[src/rtl/game_flow_controller.sv]
// Game screen sequencer: start screen, play, hit blink, game over; owns the lives count.
// Every output is a register loaded from the next-state logic, so input events show one cycle later.
module game_flow_controller #(
  parameter int MAX_LIVES    = 3,
  parameter int HIT_FRAMES   = 60,
  parameter int BLINK_FRAMES = 8,
  parameter int OVER_FRAMES  = 180,
  parameter int MAX_LEVEL    = 7
) (
  input  logic                 clk,
  input  logic                 resetN,
  input  logic                 startOfFrame,
  input  logic                 startKey,
  input  logic                 playerHit,
  input  logic                 allAliensDead,
  output logic [MAX_LIVES-1:0] lives,
  output logic                 startScreenEn,
  output logic                 gameOverEn,
  output logic                 gameRunning,
  output logic                 playerVisible,
  output logic                 newGame,
  output logic                 levelUp,
  output logic [2:0]           level
);

  localparam int LCW = $clog2(MAX_LIVES + 1);

  typedef enum logic [1:0] {S_IDLE, S_PLAYING, S_HIT, S_OVER} state_t;

  state_t         r_state, w_stateNxt;
  logic [LCW-1:0] r_livesCnt, w_livesCntNxt;
  logic [7:0]     r_frameCnt, w_frameCntNxt;
  logic [7:0]     r_blinkCnt, w_blinkCntNxt;
  logic           r_keyPrev, r_keyBlock;
  logic           w_keyRise;
  logic           w_visNxt, w_newGameNxt, w_levelUpNxt;
  logic [2:0]     w_levelNxt;

  function automatic logic [MAX_LIVES-1:0] f_livesMask(input logic [LCW-1:0] cnt);
    logic [MAX_LIVES:0] t;
    t = ({{MAX_LIVES{1'b0}}, 1'b1} << cnt) - {{MAX_LIVES{1'b0}}, 1'b1};
    return t[MAX_LIVES-1:0];
  endfunction

  function automatic logic [2:0] f_levelInc(input logic [2:0] lv);
    return (lv >= 3'(MAX_LEVEL)) ? lv : lv + 3'd1;
  endfunction

  // r_keyBlock masks a key that was already down when reset was applied
  assign w_keyRise = startKey & ~r_keyPrev & ~r_keyBlock;

  always_comb begin
    w_stateNxt    = r_state;
    w_livesCntNxt = r_livesCnt;
    w_frameCntNxt = r_frameCnt;
    w_blinkCntNxt = r_blinkCnt;
    w_visNxt      = playerVisible;
    w_newGameNxt  = 1'b0;
    w_levelUpNxt  = 1'b0;
    w_levelNxt    = level;
    case (r_state)
      S_IDLE: begin
        if (w_keyRise) begin
          w_stateNxt    = S_PLAYING;
          w_newGameNxt  = 1'b1;
          w_livesCntNxt = LCW'(MAX_LIVES);
          w_levelNxt    = 3'd0;
          w_visNxt      = 1'b1;
          w_frameCntNxt = 8'd0;
          w_blinkCntNxt = 8'd0;
        end
      end
      S_PLAYING: begin
        w_visNxt = 1'b1;
        if (playerHit) begin
          w_frameCntNxt = 8'd0;
          w_blinkCntNxt = 8'd0;
          w_visNxt      = 1'b0;
          if (r_livesCnt > LCW'(1)) begin
            w_livesCntNxt = r_livesCnt - LCW'(1);
            w_stateNxt    = S_HIT;
          end else begin
            w_livesCntNxt = '0;
            w_stateNxt    = S_OVER;
          end
        end else if (allAliensDead) begin
          w_levelUpNxt = 1'b1;
          w_levelNxt   = f_levelInc(level);
        end
      end
      S_HIT: begin
        if (allAliensDead) begin
          w_levelUpNxt = 1'b1;
          w_levelNxt   = f_levelInc(level);
        end
        if (startOfFrame) begin
          if (r_frameCnt == 8'(HIT_FRAMES - 1)) begin
            w_stateNxt    = S_PLAYING;
            w_visNxt      = 1'b1;
            w_frameCntNxt = 8'd0;
            w_blinkCntNxt = 8'd0;
          end else begin
            w_frameCntNxt = r_frameCnt + 8'd1;
            if (r_blinkCnt == 8'(BLINK_FRAMES - 1)) begin
              w_visNxt      = ~playerVisible;
              w_blinkCntNxt = 8'd0;
            end else begin
              w_blinkCntNxt = r_blinkCnt + 8'd1;
            end
          end
        end
      end
      S_OVER: begin
        w_visNxt = 1'b0;
        if (startOfFrame) begin
          if (r_frameCnt == 8'(OVER_FRAMES - 1)) begin
            w_stateNxt    = S_IDLE;
            w_livesCntNxt = LCW'(MAX_LIVES);
            w_frameCntNxt = 8'd0;
          end else begin
            w_frameCntNxt = r_frameCnt + 8'd1;
          end
        end
      end
      default: w_stateNxt = S_IDLE;
    endcase
  end

  always_ff @(posedge clk) begin
    if (resetN) begin
      r_state       <= S_IDLE;
      r_livesCnt    <= LCW'(MAX_LIVES);
      r_frameCnt    <= 8'd0;
      r_blinkCnt    <= 8'd0;
      r_keyPrev     <= 1'b0;
      r_keyBlock    <= startKey;
      lives         <= '1;
      startScreenEn <= 1'b1;
      gameOverEn    <= 1'b0;
      gameRunning   <= 1'b0;
      playerVisible <= 1'b0;
      newGame       <= 1'b0;
      levelUp       <= 1'b0;
      level         <= 3'd0;
    end else begin
      r_state       <= w_stateNxt;
      r_livesCnt    <= w_livesCntNxt;
      r_frameCnt    <= w_frameCntNxt;
      r_blinkCnt    <= w_blinkCntNxt;
      r_keyPrev     <= startKey;
      r_keyBlock    <= r_keyBlock & startKey;
      lives         <= f_livesMask(w_livesCntNxt);
      startScreenEn <= (w_stateNxt == S_IDLE);
      gameOverEn    <= (w_stateNxt == S_OVER);
      gameRunning   <= (w_stateNxt == S_PLAYING) || (w_stateNxt == S_HIT);
      playerVisible <= w_visNxt;
      newGame       <= w_newGameNxt;
      levelUp       <= w_levelUpNxt;
      level         <= w_levelNxt;
    end
  end

endmodule

[config.mk]
export PLATFORM = sky130hd
export DESIGN_NAME = game_flow_controller
export DESIGN_NICKNAME = d
export VERILOG_FILES = /design/src/rtl/game_flow_controller.sv
export SDC_FILE = /design/constraint.sdc
export NUM_CORES = 1
export LEC_CHECK = 0
export CORE_MARGIN = 4
export CORE_UTILIZATION = 56
export CTS_CLUSTER_DIAMETER = 120
export CTS_CLUSTER_SIZE = 20
export DETAILED_ROUTE_END_ITERATION = 6
export PLACE_DENSITY_LB_ADDON = 0.05
export RECOVER_POWER = 50
export SYNTH_ARGS = -nofsm -noshare
export SYNTH_HDL_FRONTEND = slang
export SYNTH_SLANG_ARGS = --single-unit
[constraint.sdc]
create_clock -name clk -period 2.6 [get_ports clk]
set_clock_uncertainty 0.15 [all_clocks]
set_input_delay 0.26 -clock clk [delete_from_list [all_inputs] [get_ports clk]]
set_output_delay 0.26 -clock clk [all_outputs]
set_load 0.005 [all_outputs]
=== Word level (Yosys, flattened, before mapping) ===
Index checks and enable logic that the tools add are counted.

* Multiplexer cells: 41
* Magnitude comparators: 2
* Equality and inequality tests: 15
* Bitwise operators: 7
* Shift-type cells: 1
* Add/sub/neg operators: 5
* Reductions and logical operators: 9

{| class="wikitable"
|+ Operators by type and width
! cell !! count
|-
| $mux W8 || 9
|-
| $pmux W8 S4 || 1
|-
| $pmux W8 S3 || 1
|-
| $mux W2 || 11
|-
| $add A8 B1 Y8 const B || 2
|-
| $mux W3 || 4
|-
| $mux W1 || 10
|-
| $ne A2 B2 Y1 const B || 5
|-
| $pmux W3 S3 || 1
|-
| $eq A2 B2 Y1 const B || 4
|-
| $eq A8 B3 Y1 const B || 1
|-
| $eq A8 B6 Y1 const B || 1
|-
| $eq A8 B8 Y1 const B || 1
|-
| $pmux W2 S4 || 1
|-
| $reduce_and A4 Y1 || 2
|-
| $pmux W2 S3 || 1
|-
| $reduce_and A3 Y1 || 2
|-
| $eq A2 B1 Y1 const B || 2
|-
| $logic_not A2 Y1 || 2
|-
| $not A1 Y1 || 4
|-
| $pmux W1 S4 || 1
|-
| $add A3 B1 Y3 const B || 1
|-
| $and A1 B1 Y1 || 3
|-
| $ge A3 B3 Y1 const B || 1
|-
| other kinds (9) || 9
|}

* Logic and storage cells: 94
* Output and inout port bits: 12
* Bits of input ports: 6
* Register bits: 34

=== Depth between registers and ports, before layout ===
* Word-level depth: 7
* Mapped depth: 8
* Gate-level depth less buffers: 7

=== Least setup slack after synthesis ===
OpenSTA, ideal clock, no wires.

* Kind: flip-flop to flip-flop
* From: register r_state[0]
* To: register r_blinkCnt[7]
* Required time: 2.329 ns
* Arrival: 1.866 ns
* Setup time: 0.121 ns
* Cell stages (with the launch flop): 9
* Clock period less this slack: 2.137 ns
* Slack: 0.463 ns
* Path buffers: 1
* Path through: dfxtp_1 -> inv_1 -> ha_1 -> clkbuf_1 -> nor2b_1 -> a2111o_4 -> nor3_4 -> xnor2_1 -> nor2_2

* Cells in the longest elaborated chain, start to end: 3
* Elaborated cells between the ends (all ways): 9
* Those cells by class: eq/ne: 5; mux: 1; reduce/logical: 3

{| class="wikitable"
|+ RTL lines
! what !! line !! source
|-
| start, declared || 30 || <nowiki>state_t r_state, w_stateNxt;</nowiki>
|-
| start signal, assigned || 146 || <nowiki>r_state <= w_stateNxt;</nowiki>
|-
| $eq A2 B1 Y1 (tied with other cells) || 61 || <nowiki>case (r_state)</nowiki>
|-
| $ne A2 B2 Y1 (no line) or $reduce_bool A3 Y1 (tied branches) || -- ||
|-
| $reduce_and A4 Y1 (no line) || -- ||
|-
| end signal, assigned || 149 || <nowiki>r_blinkCnt <= w_blinkCntNxt;</nowiki>
|-
| end, declared || 33 || <nowiki>logic [7:0] r_blinkCnt, w_blinkCntNxt;</nowiki>
|}

Several ways; a longest one is shown, not always the timed one.
A chain may end at the register's enable or synchronous reset.

=== Final worst setup path ===
* From: register r_frameCnt[0]
* To: register gameRunning

* Cells in the longest elaborated chain, start to end: 6
* Elaborated cells between the ends (all ways): 10
* Those cells by class: eq/ne: 4; mux: 5; reduce/logical: 1

{| class="wikitable"
|+ RTL lines
! what !! line !! source
|-
| start, declared || 32 || <nowiki>logic [7:0] r_frameCnt, w_frameCntNxt;</nowiki>
|-
| start signal, assigned || 148 || <nowiki>r_frameCnt <= w_frameCntNxt;</nowiki>
|-
| $eq A8 B8 Y1 or $eq A8 B6 Y1 (tied branches) || 116, 97 ||
|-
| $mux W2, on equally long branches || 116, 97 ||
|-
| $mux W2, on equally long branches || 115, 96 ||
|-
| $pmux W2 S4 (*) || 61 ||
|-
| $eq A2 B1 Y1 or $eq A2 B2 Y1 (tied branches) || 155 || <nowiki>gameRunning <= (w_stateNxt == S_PLAYING) || (w_stateNxt == S_HIT);</nowiki>
|-
| $logic_or A1 B1 Y1 (*) || 155 ||
|-
| end signal, assigned || 155 ||
|-
| end, declared || 19 || <nowiki>output logic gameRunning,</nowiki>
|}

Mark *: on every way between the ends. The rest lies on a longest branch, timed or not.

==> impl_metrics.env <==
export IMPL_run_status="complete, no violations"
export IMPL_path_type_of_the_worst_setup_path="reg -> reg"
export IMPL_number_of_setup_buffers_added_after_cts=0
export IMPL_tritoncts_num_buffers=5
export IMPL_ys_warn_count=0
export IMPL_timing_critical_path_max_delay_family="compound AO/OA/AOI/OAI gates"
export IMPL_synth_seq_cells=34
export IMPL_main_combinational_cell_family_by_area_after_synthesis="simple AND/OR/NAND/NOR gates"
export IMPL_route_vias_total=1564
export IMPL_hold_path_class="in -> reg"
export IMPL_antennaDiodeCount=0
export IMPL_crit_required_ps=2680
export IMPL_critical_path_endpoint_type="flop"
export IMPL_portBuffers=17
export IMPL_synthesis_instances=205
export IMPL_switchingPower_uw=473.5
export IMPL_maxClockFrequency_mhz=429.5
export IMPL_insertion_delay_ps=340
export IMPL_max_slew_violation_count=0
export IMPL_p_comb_share_pct=34.8
export IMPL_number_of_design_rule_violations_left_after_detail_routing=0
export IMPL_synth_xor_area_share_pct=3.424
export IMPL_period_minus_slack_ps=2328
export IMPL_syn2layout_area_growth_pct=16.28
export IMPL_critPathSlowestCell="sky130_fd_sc_hd__o41ai_2"
export IMPL_routed_wirelength_um=3556
export IMPL_synth_fa_ha_area_share_pct=6.289
export IMPL_final_hold_worst_slack_ps=326.3
export IMPL_cts_hold_buffers=0
export IMPL_static_leakage_power_uw=0.0008056
export IMPL_htree_num_levels=2
export IMPL_cts_tree="done"
export IMPL_worstMarginPinSlew_ps=617.3
export IMPL_share_of_async_settable_or_async_resettable_flops_after_synthesis_pct=0
export IMPL_dp_final_hpwl_um=2757
export IMPL_synth_main_ff_cell="sky130_fd_sc_hd__dfxtp_1"
export IMPL_seq_power_share_pct=43.5
export IMPL_crit_buf_inv=0
export IMPL_setup_violations=0
export IMPL_seq_area_frac_synth_pct=38.02
export IMPL_synth_edf_count=0
export IMPL_crit_chain="ha_1 > nand4b_1 > o41ai_2 > o21ai_1 > and4b_1 > mux2_2"
export IMPL_synthesis_area_sq_mm=0.001790
export IMPL_track_usage_pct=19.43
export IMPL_finish_cell_count_without_fillers=273
export IMPL_yosysUniqueCellTypes=51
export IMPL_floorplan_initialDensity_pct=58.65
export IMPL_finalSetupTns_ps=0
export IMPL_crit_fanout=6
export IMPL_grt_pass1_wl_um=6389
export IMPL_dp_cells=265
export IMPL_power_share_switching_pct=33.73
export IMPL_share_of_power_burned_in_the_clock_network_pct=21.7
export IMPL_route_detailed_wl_per_inst_um=13.03
export IMPL_crit_path_start_kind="flop"
export IMPL_num_nets_final=243
export IMPL_period_utilization_post_route_pct=89.55
export IMPL_clock_path_buffers=2
export IMPL_antenna_left=0
export IMPL_report_final_hold_viol_count=0
export IMPL_power_density_cell_area_mw_per_mm2=674.2
export IMPL_grt_pass1_vias=1443
export IMPL_worst_ir_drop_vdd_uv=430.4
export IMPL_cp_slowest_stage_delay_ps=510
export IMPL_share_of_synthesized_area_spent_on_multiplexers_pct=3.424
export IMPL_via_per_inst=5.729
export IMPL_grt_antenna_before_repair=0
export IMPL_maximum_number_of_pins_on_one_net_before_global_route_repair=17
export IMPL_timing_critical_path_arrival_ps=2410
export IMPL_cts_root_buf="sky130_fd_sc_hd__clkbuf_4"
export IMPL_synth_compound_area_share_pct=17.96
export IMPL_internal_power_uw=930.3
export IMPL_detailedRoute_firstIterationViolations=92
export IMPL_drtPass1Iterations=4
export IMPL_fp_row_count=20
export IMPL_cts_clk_slew_worst_paths_ps=110
export IMPL_die_area_sq_mm=0.004166
export IMPL_synth_net_count=220
export IMPL_chipWidth_um=64.55
export IMPL_grt_overflow_total=0
export IMPL_gp_routability_congestion=0.8420
export IMPL_placeableCoreArea_sq_mm=0.003053
export IMPL_cts_resized_gates=0
export IMPL_floorplan_io_pins=18
export IMPL_synthSimpleGateAreaFrac_pct=27.67
export IMPL_max_cap_violations=0
export IMPL_drive_gt1_share_pct=9.607
export IMPL_chipHeight_um=64.55
export IMPL_slew_limit_headroom_pct=58.85
export IMPL_postSynthAreaPerCell_sq_um=8.734
export IMPL_rsz0062_at_grt="no"
export IMPL_cts_sink_count=34
through the flow:
step                instance area (sq um)  utilization, %  setup WS, ps  total power, uW
floorplan                            1790               -         462.6            952.1
global placement                     2029           66.48         91.80             1116
detailed placement                   2029           66.48         17.68             1129
CTS                                  2090           68.44         272.4             1436
global route                         2082           68.20         32.45             1507
finish                               2082           68.20         271.6             1404
area by class of cell:
type	instances	area, sq um
clock buffer	7	55.05
clock inverter	1	5.005
fill	279	970.9
inverter	9	33.78
multi-input combinational	156	1052
sequential	34	680.7
tap	44	55.05
timing repair buffer	22	200.2
worst reg2reg max path: stages, from the launching register on:
cell and delay [ps]:
sky130_fd_sc_hd__dfxtp_1 380, sky130_fd_sc_hd__ha_1 230, sky130_fd_sc_hd__nand4b_1 280, sky130_fd_sc_hd__o41ai_2 510, sky130_fd_sc_hd__o21ai_1 190, sky130_fd_sc_hd__and4b_1 240
sky130_fd_sc_hd__mux2_2 250
cell families after synthesis:
group           count (synthesis)
compound gates                 43
flops                          34
buf+inv                        15
fa+ha+maj                       9
simple gates                   91
mux                             6
xor+xnor                        7
power groups by stage:
stage	combinational [uW]	clock (uW)	sequential, uW
after floorplan	331	0	621
after global placement	495	0	620
after detailed placement	506	0	623
after CTS	507	317	612
after global routing	546	344	617
final	489	305	610
worst paths after layout:
path | depth (start not counted) | to | slack [ps] | startpoint
hold / removal | 3 | levelUp | 330 | allAliensDead
setup / recovery | 6 | gameRunning | 270 | r_frameCnt[0]
hold reg to reg | 2 | r_frameCnt[2] | 360 | r_frameCnt[2]
setup reg to reg | 6 | gameRunning | 270 | r_frameCnt[0]
flip-flops by register name, indices dropped and copies added, names as in the netlist:
signal         count
r_blinkCnt         8
r_frameCnt         8
level              3
lives              3
r_livesCnt         2
r_state            2
gameOverEn         1
gameRunning        1
levelUp            1
newGame            1
playerVisible      1
r_keyBlock         1
r_keyPrev          1
startScreenEn      1
cell usage after synthesis, drive strengths merged (4+ instances only):
master | n | area share, %
nor4 | 4 | 1.4
a21oi | 8 | 2.2
clkbuf | 5 | 1.0
nor3 | 7 | 3.1
nor2 | 26 | 5.6
xor2 | 5 | 2.4
inv | 9 | 1.9
dfxtp | 34 | 38
nor2b | 4 | 1.4
ha | 9 | 6.3
o21ai | 11 | 3.1
nand2 | 14 | 2.9
nand3 | 9 | 2.5
mux2i | 5 | 2.8
nand2b | 5 | 1.7
routing by layer:
| layer | wire length [um] | GRT usage (%) |
|---|---|---|
| met1 | 1635 | 23.14 |
| met5 | 0 | 0 |
| met4 | 61 | 9.499 |
| met2 | 1696 | 32.86 |
| met3 | 162 | 4.333 |
layout by cell type, fill, tap and decap left out, types with 5 or more instances in the layout:
cell,instances
sky130_fd_sc_hd__dfxtp_1,34
sky130_fd_sc_hd__inv_1,9
sky130_fd_sc_hd__nand3_1,9
sky130_fd_sc_hd__o21ai_0,8
sky130_fd_sc_hd__nand2_1,14
sky130_fd_sc_hd__nand2b_1,5
sky130_fd_sc_hd__clkbuf_4,5
sky130_fd_sc_hd__ha_1,9
sky130_fd_sc_hd__a21oi_1,8
sky130_fd_sc_hd__mux2i_1,5
sky130_fd_sc_hd__dlygate4sd3_1,13
sky130_fd_sc_hd__xor2_1,5
sky130_fd_sc_hd__nor2_1,25
No activity file was read; power rests on OpenSTA's default activity.
